$ cat config.mk
export PLATFORM = sky130hd
export DESIGN_NAME = fetch_unit
export DESIGN_NICKNAME = d
export VERILOG_FILES = /design/src/rtl/fetch_unit.sv
export SDC_FILE = /design/constraint.sdc
export NUM_CORES = 1
export LEC_CHECK = 0
export BUFFER_PORTS_ARGS = -buffer_cell sky130_fd_sc_hd__buf_2
export CAP_MARGIN = 5
export CORE_MARGIN = 5
export CORE_UTILIZATION = 60
export CTS_CLUSTER_SIZE = 16
export DETAILED_ROUTE_END_ITERATION = 7
export PLACE_DENSITY = 0.92
export SLEW_MARGIN = 20
export SYNTH_ARGS = -nofsm -noshare
export SYNTH_HDL_FRONTEND = slang
export SYNTH_SLANG_ARGS = --single-unit
$ cat constraint.sdc
create_clock -name clk_i -period 11.43 [get_ports clk_i]
set_clock_uncertainty 0.15 [all_clocks]
set_input_delay 1.143 -clock clk_i [delete_from_list [all_inputs] [get_ports clk_i]]
set_output_delay 1.143 -clock clk_i [all_outputs]
set_load 0.05 [all_outputs]
$ cat src/rtl/fetch_unit.sv
// Instruction-fetch stage: owns the PC, issues word fetches and buffers
// returned instructions with their PCs in a small FIFO toward decode.
module fetch_unit #(
  parameter logic [31:0] RESET_ADDR = 32'h0000_0000,
  parameter int          FIFO_DEPTH = 2
) (
  input  logic        clk_i,
  input  logic        rst_ni,
  input  logic        br_taken_i,
  input  logic [31:0] br_addr_i,
  output logic        imem_req_o,
  output logic [31:0] imem_addr_o,
  input  logic        imem_gnt_i,
  input  logic        imem_rvalid_i,
  input  logic [31:0] imem_rdata_i,
  output logic        instr_valid_o,
  output logic [31:0] instr_o,
  output logic [31:0] instr_pc_o,
  input  logic        instr_ready_i,
  output logic        misaligned_o,
  output logic [31:0] misaligned_addr_o
);

  localparam int PTR_W = (FIFO_DEPTH > 1) ? $clog2(FIFO_DEPTH) : 1;
  localparam int CNT_W = $clog2(FIFO_DEPTH + 1);
  localparam logic [CNT_W:0]   DEPTH_C  = (CNT_W + 1)'(FIFO_DEPTH);
  localparam logic [PTR_W-1:0] LAST_PTR = PTR_W'(FIFO_DEPTH - 1);

  typedef enum logic {
    ST_FETCH,
    ST_HALT
  } state_t;

  state_t state, state_nxt;

  logic [31:0]      pc;
  logic [31:0]      req_pc;
  logic             outst;
  logic             drop;
  logic [CNT_W-1:0] count;
  logic [PTR_W-1:0] rd_ptr;
  logic [PTR_W-1:0] wr_ptr;
  logic [31:0]      fifo_instr [FIFO_DEPTH];
  logic [31:0]      fifo_pc    [FIFO_DEPTH];
  logic [31:0]      held_instr;
  logic [31:0]      held_pc;

  logic             req;
  logic             grant;
  logic             redirect;
  logic             bad_target;
  logic             push;
  logic             pop;
  logic             fifo_valid;
  logic [CNT_W:0]   occupancy;

  assign redirect   = br_taken_i && (state == ST_FETCH);
  assign bad_target = redirect && (br_addr_i[1:0] != 2'b00);
  assign fifo_valid = (count != '0);

  // The outstanding response always claims a slot, even when it returns this
  // cycle, so a new grant can never overrun the buffer.
  assign occupancy  = {1'b0, count} + {{CNT_W{1'b0}}, outst};

  always_comb begin
    state_nxt = state;
    req       = 1'b0;
    if (state == ST_FETCH) begin
      req = rst_ni && (!outst || imem_rvalid_i) && (occupancy < DEPTH_C) && !br_taken_i;
      if (bad_target) state_nxt = ST_HALT;
    end
  end

  assign imem_req_o  = req;
  assign imem_addr_o = pc;
  assign grant       = req && imem_gnt_i;

  // A response in the redirect cycle is wrong-path and never reaches the FIFO.
  assign push = imem_rvalid_i && outst && !drop && (state == ST_FETCH) && !br_taken_i;

  assign instr_valid_o = fifo_valid && !br_taken_i;
  assign pop           = instr_valid_o && instr_ready_i;

  assign instr_o    = fifo_valid ? fifo_instr[rd_ptr] : held_instr;
  assign instr_pc_o = fifo_valid ? fifo_pc[rd_ptr]    : held_pc;

  always_ff @(posedge clk_i or negedge rst_ni) begin
    if (!rst_ni) begin
      state <= ST_FETCH;
    end else begin
      state <= state_nxt;
    end
  end

  always_ff @(posedge clk_i or negedge rst_ni) begin
    if (!rst_ni) begin
      pc     <= RESET_ADDR;
      req_pc <= RESET_ADDR;
      outst  <= 1'b0;
      drop   <= 1'b0;
    end else begin
      if (redirect && !bad_target) begin
        pc <= br_addr_i;
      end else if (grant) begin
        pc <= pc + 32'd4;
      end
      if (grant) req_pc <= pc;
      outst <= grant || (outst && !imem_rvalid_i);
      if (redirect) begin
        drop <= (outst && !imem_rvalid_i) || grant;
      end else if (outst && imem_rvalid_i) begin
        drop <= 1'b0;
      end
    end
  end

  always_ff @(posedge clk_i or negedge rst_ni) begin
    if (!rst_ni) begin
      misaligned_o      <= 1'b0;
      misaligned_addr_o <= 32'h0;
    end else if (bad_target) begin
      misaligned_o      <= 1'b1;
      misaligned_addr_o <= br_addr_i;
    end
  end

  always_ff @(posedge clk_i or negedge rst_ni) begin
    if (!rst_ni) begin
      count  <= '0;
      rd_ptr <= '0;
      wr_ptr <= '0;
    end else if (redirect) begin
      count  <= '0;
      rd_ptr <= '0;
      wr_ptr <= '0;
    end else begin
      if (push) wr_ptr <= (wr_ptr == LAST_PTR) ? '0 : wr_ptr + PTR_W'(1);
      if (pop)  rd_ptr <= (rd_ptr == LAST_PTR) ? '0 : rd_ptr + PTR_W'(1);
      case ({push, pop})
        2'b10:   count <= count + CNT_W'(1);
        2'b01:   count <= count - CNT_W'(1);
        default: count <= count;
      endcase
    end
  end

  always_ff @(posedge clk_i) begin
    if (push) begin
      fifo_instr[wr_ptr] <= imem_rdata_i;
      fifo_pc[wr_ptr]    <= req_pc;
    end
  end

  // Last visible head, so the outputs hold steady once the FIFO drains.
  always_ff @(posedge clk_i or negedge rst_ni) begin
    if (!rst_ni) begin
      held_instr <= 32'h0;
      held_pc    <= 32'h0;
    end else if (fifo_valid) begin
      held_instr <= fifo_instr[rd_ptr];
      held_pc    <= fifo_pc[rd_ptr];
    end
  end

endmodule

==> flow_summary.ini, run 1 <==
[clock_network]
post_cts_resized = 0
numCtsBuffers = 29
cts_root_buf = clkbuf_16
hold_buffers = 0
clock_path_buffers = 3
clock_latency_ps = 530
cts_sinks = 296
cts_htree_levels = 1
post-cts-setup-buffer-count = 0
cts_tree = yes
clk_pin_slew_worst_paths_ps = 60

[placement]
hpwl_microns = 15800
gp_congestion = 0.826
port_buffers = 200

[grt]
use_met1_pct = 30.3
grt_max_degree = 132
antenna_found_initial = 0
grt.total_usage_pct = 22.4
grt_pass1_vias = 7803
met3_usage_pct = 4.42
grt.overflow.total = 0
busiest_layer = met2
grt_first_pass_wirelength_microns = 40300
grt_util_met2_pct = 37.9

[timing]
relSlewSlack_pct = 34.0
max_freq_ghz = 0.256
setup_viol = 0
hold_slack_ps = 325
drv_slew = 0
rsz0062_at_grt = no
timing.final.crit_period_ps = 3910
setup_tns_ps = 0
worstMarginPinSlew_ps = 987
hold_viol_final = 0
fin_crit_sh_pct = 34.2

[floorplan]
start_util_pct = 61.0
die_w_microns = 148
fp.dieH_microns = 148
coreArea_sq_um = 18800
row_count = 50
pin_count = 201
design.die.area_sq_um = 21900

[logic_synthesis]
yosysSeqAreaShare_pct = 70.3
ys_ff_latch = 296
synthCells = 879
synth_fp_nets = 950
async_flop_share_pct = 56.8
synthTopCellsByArea = dfrtp_1 37%, edfxtp_1 34%, mux2i_1 5.9%, nand2_1 4.6%, a21oi_1 3.1%
synth_common_cells = 168 x dfrtp_1, 139 x nand2_1, 128 x edfxtp_1
synthFlopType = dfrtp_1
netlist.top_cell.by_area = dfrtp_1
synth_warnings = 0
synth_area_per_cell_sq_um = 13.0
synth-edff-count = 128
synth.most_common_cell = dfrtp_1
synth_top_area_share_pct = 36.7
synth_area_sq_um = 11400
yosysUniqueCellTypes = 47

[detailed_routing]
wl_per_cell_microns = 18.5
wl_microns = 24500
first_iter_violations = 508
viasPerCell = 5.70
dr.pass1.iters = 6
antenna_left = 0
route.detailed.drc = 0
num_vias = 7581

[critical_path]
slowest_stage = buf_6
path_cells = or2_4, buf_6, nor2_1, a21oi_1, buf_2
worst_setup_path_end_kind = output port
critPathRequiredTime_ps = 10140
regToRegStartpoint = imem_addr_o[2]
crit_type = flip-flop to output port
start_kind = flip-flop
cpLargestDelayFamily = buffers and inverters
path_buf_inv = 2
path_max_fanout = 131
critPathMaxStageDelay_ps = 610
reg2reg_slack_ps = 8730
reg2regPathDepth = 6
arrival_ps = 2620
r2r_end = imem_addr_o[22]

[status]
status = completed

[job]
maxCapViolCount = 0

[layout]
layout.nets = 1144
area_delta_synth_final_pct = 19.0
antenna_cells = 0
drive_gt1_share_pct = 26.5

[min_path]
holdCritPathClass = flip-flop to flip-flop
min_to = misaligned_o
hp-start = misaligned_o
whs_path_depth = 1

[pwr]
power.total_uw = 3860
powerDensity_nw_per_um2 = 283
p_leak_uw = 0.00582
ir_worst_vdd_uv = 219
## kinds of logic after synthesis
logic type / after synthesis / synth area share, %
flops: 296 / 70.3
simple gates: 292 / 11.3
compound gates: 133 / 6.86
mux: 98 / 8.90
xor+xnor: 9 / 0.689
buf+inv: 50 / 1.86
fa+ha+maj: 1 / 0.109
## final cells by class
class	instances	area (sq um)
Sequential cell	296	8050
Fill cell	1200	5150
Multi-Input combinational cell	533	3210
Timing Repair Buffer	209	1100
Clock buffer	44	812
Tap cell	234	293
Clock inverter	9	140
Inverter	4	15.0
## worst reg2reg max path: cells and delay by family, from the launching register on
| kind | cells | cell delay (ps) |
|---|---|---|
| flops | 1 | 540 |
| fa+ha+maj | 1 | 290 |
| compound gates | 2 | 490 |
| simple gates | 3 | 1110 |
## stage by stage
stage          instance area [sq um]  utilization (%)  cells  setup slack (ps)
2_1_floorplan                  11400                -    879              6120
3_3_place_gp                   12600             67.3   1275              7760
3_5_place_dp                   12600             67.3   1275              7730
4_1_cts                        13600             72.4   1328              7280
5_1_grt                        13600             72.6   1329              7330
6_report                       13600             72.6   1329              7520
## sequential cells by signal, indices dropped and copies added (netlist names)
register and cells:
fifo_pc 64, imem_addr_o 32, rd_ptr 1, state 1, drop 1, outst 1
held_pc 32, held_instr 32, wr_ptr 1, req_pc 32, fifo_instr 64, misaligned_o 1
count 2, misaligned_addr_o 32
## layout by cell type (no fill, tap or decap), drive strengths merged, types with 3 or more instances in the layout
cell type | synthesis | routed
bufinv | 0 | 4
or2 | 3 | 3
mux2i | 68 | 68
edfxtp | 128 | 128
a31oi | 3 | 3
nor2 | 88 | 88
a21o | 3 | 3
a32oi | 3 | 3
and2 | 4 | 4
a22oi | 4 | 4
mux2 | 30 | 30
o311ai | 6 | 6
dfrtp | 168 | 168
nand3 | 18 | 18
clkbuf | 27 | 44
a21oi | 72 | 72
xor2 | 3 | 3
inv | 4 | 4
xnor2 | 6 | 6
clkinv | 0 | 5
nor2b | 4 | 4
o211ai | 8 | 8
nor3 | 9 | 9
buf | 19 | 209
and3 | 5 | 5
nand2 | 139 | 139
o21ai | 24 | 24
nand4 | 11 | 11
or4 | 3 | 3
## report_power, final
group	internal, uW	switching, uW
Sequential	1380	190
Combinational	313	1030
Clock	576	373
## worst max path at each step
stage / from / endpoint / depth (start not counted)
floorplan: br_taken_i / fifo_instr[0][0] / 4
global placement: rst_ni / imem_req_o / 4
detailed placement: rst_ni / imem_req_o / 4
CTS: count[1] / instr_pc_o[6] / 5
global route: count[1] / instr_pc_o[6] / 5
finish: count[1] / instr_pc_o[7] / 5
## layer usage
layer  vias to the layer above  wire length [microns]
li1                       3510                      -
met1                      3725                   9910
met2                       301                  12300
met3                        45                   1830
met4                         0                    537
met5                         -                      0
Power figures use the tool's default switching activity.
==> run 2: changes to the inputs <==
--- a/config.mk
+++ b/config.mk
@@ -8,10 +8,10 @@
 export BUFFER_PORTS_ARGS = -buffer_cell sky130_fd_sc_hd__buf_2
 export CAP_MARGIN = 5
 export CORE_MARGIN = 5
-export CORE_UTILIZATION = 60
+export CORE_UTILIZATION = 50
 export CTS_CLUSTER_SIZE = 16
 export DETAILED_ROUTE_END_ITERATION = 7
-export PLACE_DENSITY = 0.92
+export PLACE_DENSITY = 0.82
 export SLEW_MARGIN = 20
 export SYNTH_ARGS = -nofsm -noshare
 export SYNTH_HDL_FRONTEND = slang
==> constraint.sdc (replaced) <==
create_clock -name clk_i -period 3.15 [get_ports clk_i]
set_clock_uncertainty 0.15 [all_clocks]
set_input_delay 0.315 -clock clk_i [delete_from_list [all_inputs] [get_ports clk_i]]
set_output_delay 0.315 -clock clk_i [all_outputs]
set_load 0.05 [all_outputs]
==> flow_summary.ini, run 2 (synthesis gave the netlist of run 1 again) <==
[status]
status = completed

[critical_path]
crit_type = flip-flop to output port
slowest_stage = dfrtp_1
arrival_ps = 2430
path_max_fanout = 21
worst_setup_path_end_kind = output port
critPathRequiredTime_ps = 2680
path_cells = or2_4, buf_4, nor2_1, a21oi_1, buf_2
reg2regPathDepth = 6
start_kind = flip-flop
critPathMaxStageDelay_ps = 550

[clock_network]
numCtsBuffers = 30
clock_path_buffers = 3
cts_htree_levels = 1
clock_latency_ps = 540
cts_sinks = 296
cts_root_buf = clkbuf_16
clk_pin_slew_worst_paths_ps = 60
cts_tree = yes

[pwr]
p_sw_share_pct = 41.5
power.total_uw = 14100
p_leak_uw = 0.00618
p_int_uw = 8250
clock_power_share_pct = 24.6
powerDensity_nw_per_um2 = 974
p_comb_share_pct = 35.2
seq_power_share_pct = 40.2
p_sw_uw = 5860
ir_worst_vdd_uv = 650

[timing]
setup_viol = 0
relSlewSlack_pct = 48.3
worstMarginPinSlew_ps = 775
rsz0062_at_grt = no
fin_crit_sh_pct = 91.9
max_freq_ghz = 0.345
hold_viol_final = 0
timing.final.crit_period_ps = 2900
drv_slew = 0

[min_path]
holdCritPathClass = primary input to flip-flop
whs_path_depth = 4

[placement]
dp.cells = 1334
port_buffers = 200
gp_congestion = 0.825
hpwl_microns = 16800

[layout]
layout_common_cells = 199 x buf_2, 167 x dfrtp_1, 139 x nand2_1, 128 x edfxtp_1, 85 x nor2_1
drive_gt1_share_pct = 26.0
final_common_cell = buf_2
antenna_cells = 0
instances_no_fill = 1460
reg_top3 = fifo_instr: 64 flops, fifo_pc: 64 flops
layout.nets = 1222
area_delta_synth_final_pct = 26.7

[grt]
grt.total_usage_pct = 20.5
grt.overflow.total = 0
grt_util_met2_pct = 33.9
met3_usage_pct = 3.96
grt_first_pass_wirelength_microns = 43600
antenna_found_initial = 0
grt_max_degree = 120
grt_pass1_vias = 8210
busiest_layer = met2
use_met1_pct = 27.9

[floorplan]
fp.dieH_microns = 161
start_util_pct = 50.7
pin_count = 201
die_w_microns = 161
design.die.area_sq_um = 26000
row_count = 55
coreArea_sq_um = 22600

[detailed_routing]
route.detailed.drc = 0
wl_per_cell_microns = 18.6
antenna_left = 0
dr.pass1.iters = 5
viasPerCell = 5.39
num_vias = 7870
first_iter_violations = 788
wl_microns = 27100

[job]
maxCapViolCount = 0
run 2: metrics by stage:
| step | worst slack, ps | util, % | TNS (ps) | hold WS [ps] | cell area [sq um] |
|---|---|---|---|---|---|
| finish | 254 | 64.2 | 0 | 132 | 14500 |
| global route | 146 | 64.2 | 0 | 129 | 14500 |
| CTS | 12.8 | 64.2 | 0 | 110 | 14500 |
| detailed placement | 652 | 56.8 | 0 | 298 | 12800 |
| global placement | 742 | 56.8 | 0 | 297 | 12800 |
| floorplan | -269 | - | -34390 | -131 | 11400 |
run 2: critical path, delay by kind of cell, from the launching register on:
family,cells,cell delay [ps]
flops,1,550
compound gates,1,230
simple gates,2,470
buf+inv,2,620
run 2: area by class of cell:
class | count | area, sq um
multi-input combinational | 535 | 3220
clock buffer | 44 | 866
timing repair buffer | 284 | 1870
sequential | 296 | 8050
tap | 285 | 357
inverter | 4 | 15.0
clock inverter | 12 | 110
fill | 1650 | 8080
run 2: path summary, 6_finish.rpt:
path                                 from              end  slack [ps]
max                              count[1]   instr_pc_o[22]         250
min                            imem_gnt_i       req_pc[30]         130
max reg2reg                imem_addr_o[2]  imem_addr_o[22]         680
min reg2reg                    req_pc[23]   fifo_pc[1][23]         320
max in group asynchronous          rst_ni   held_instr[22]        1350
min in group asynchronous          rst_ni   held_instr[15]         410
run 2: power by group through the flow:
stage | Clock [uW] | Sequential, uW | Combinational, uW
after floorplan | 0 | 6810 | 2470
after global placement | 0 | 5670 | 4790
after detailed placement | 0 | 5720 | 4890
after CTS | 3550 | 5660 | 4970
after global routing | 3750 | 5800 | 5230
final | 3470 | 5680 | 4960
run 2: repair_timing:
| action | 4_1_cts | 5_1_grt |
|---|---|---|
| buffers inserted | 0 | 0 |
| gates resized for setup | 0 | 0 |
| hold endpoints to repair | 179 | 0 |
| setup endpoints to repair | 0 | 31 |
| hold buffers | 68 | 0 |
run 2: routing by layer:
metal,part of all wire [%],vias up
met5,0,-
met1,42,3851
met3,6.4,56
met2,49,272
li1,-,3691
met4,2.7,0
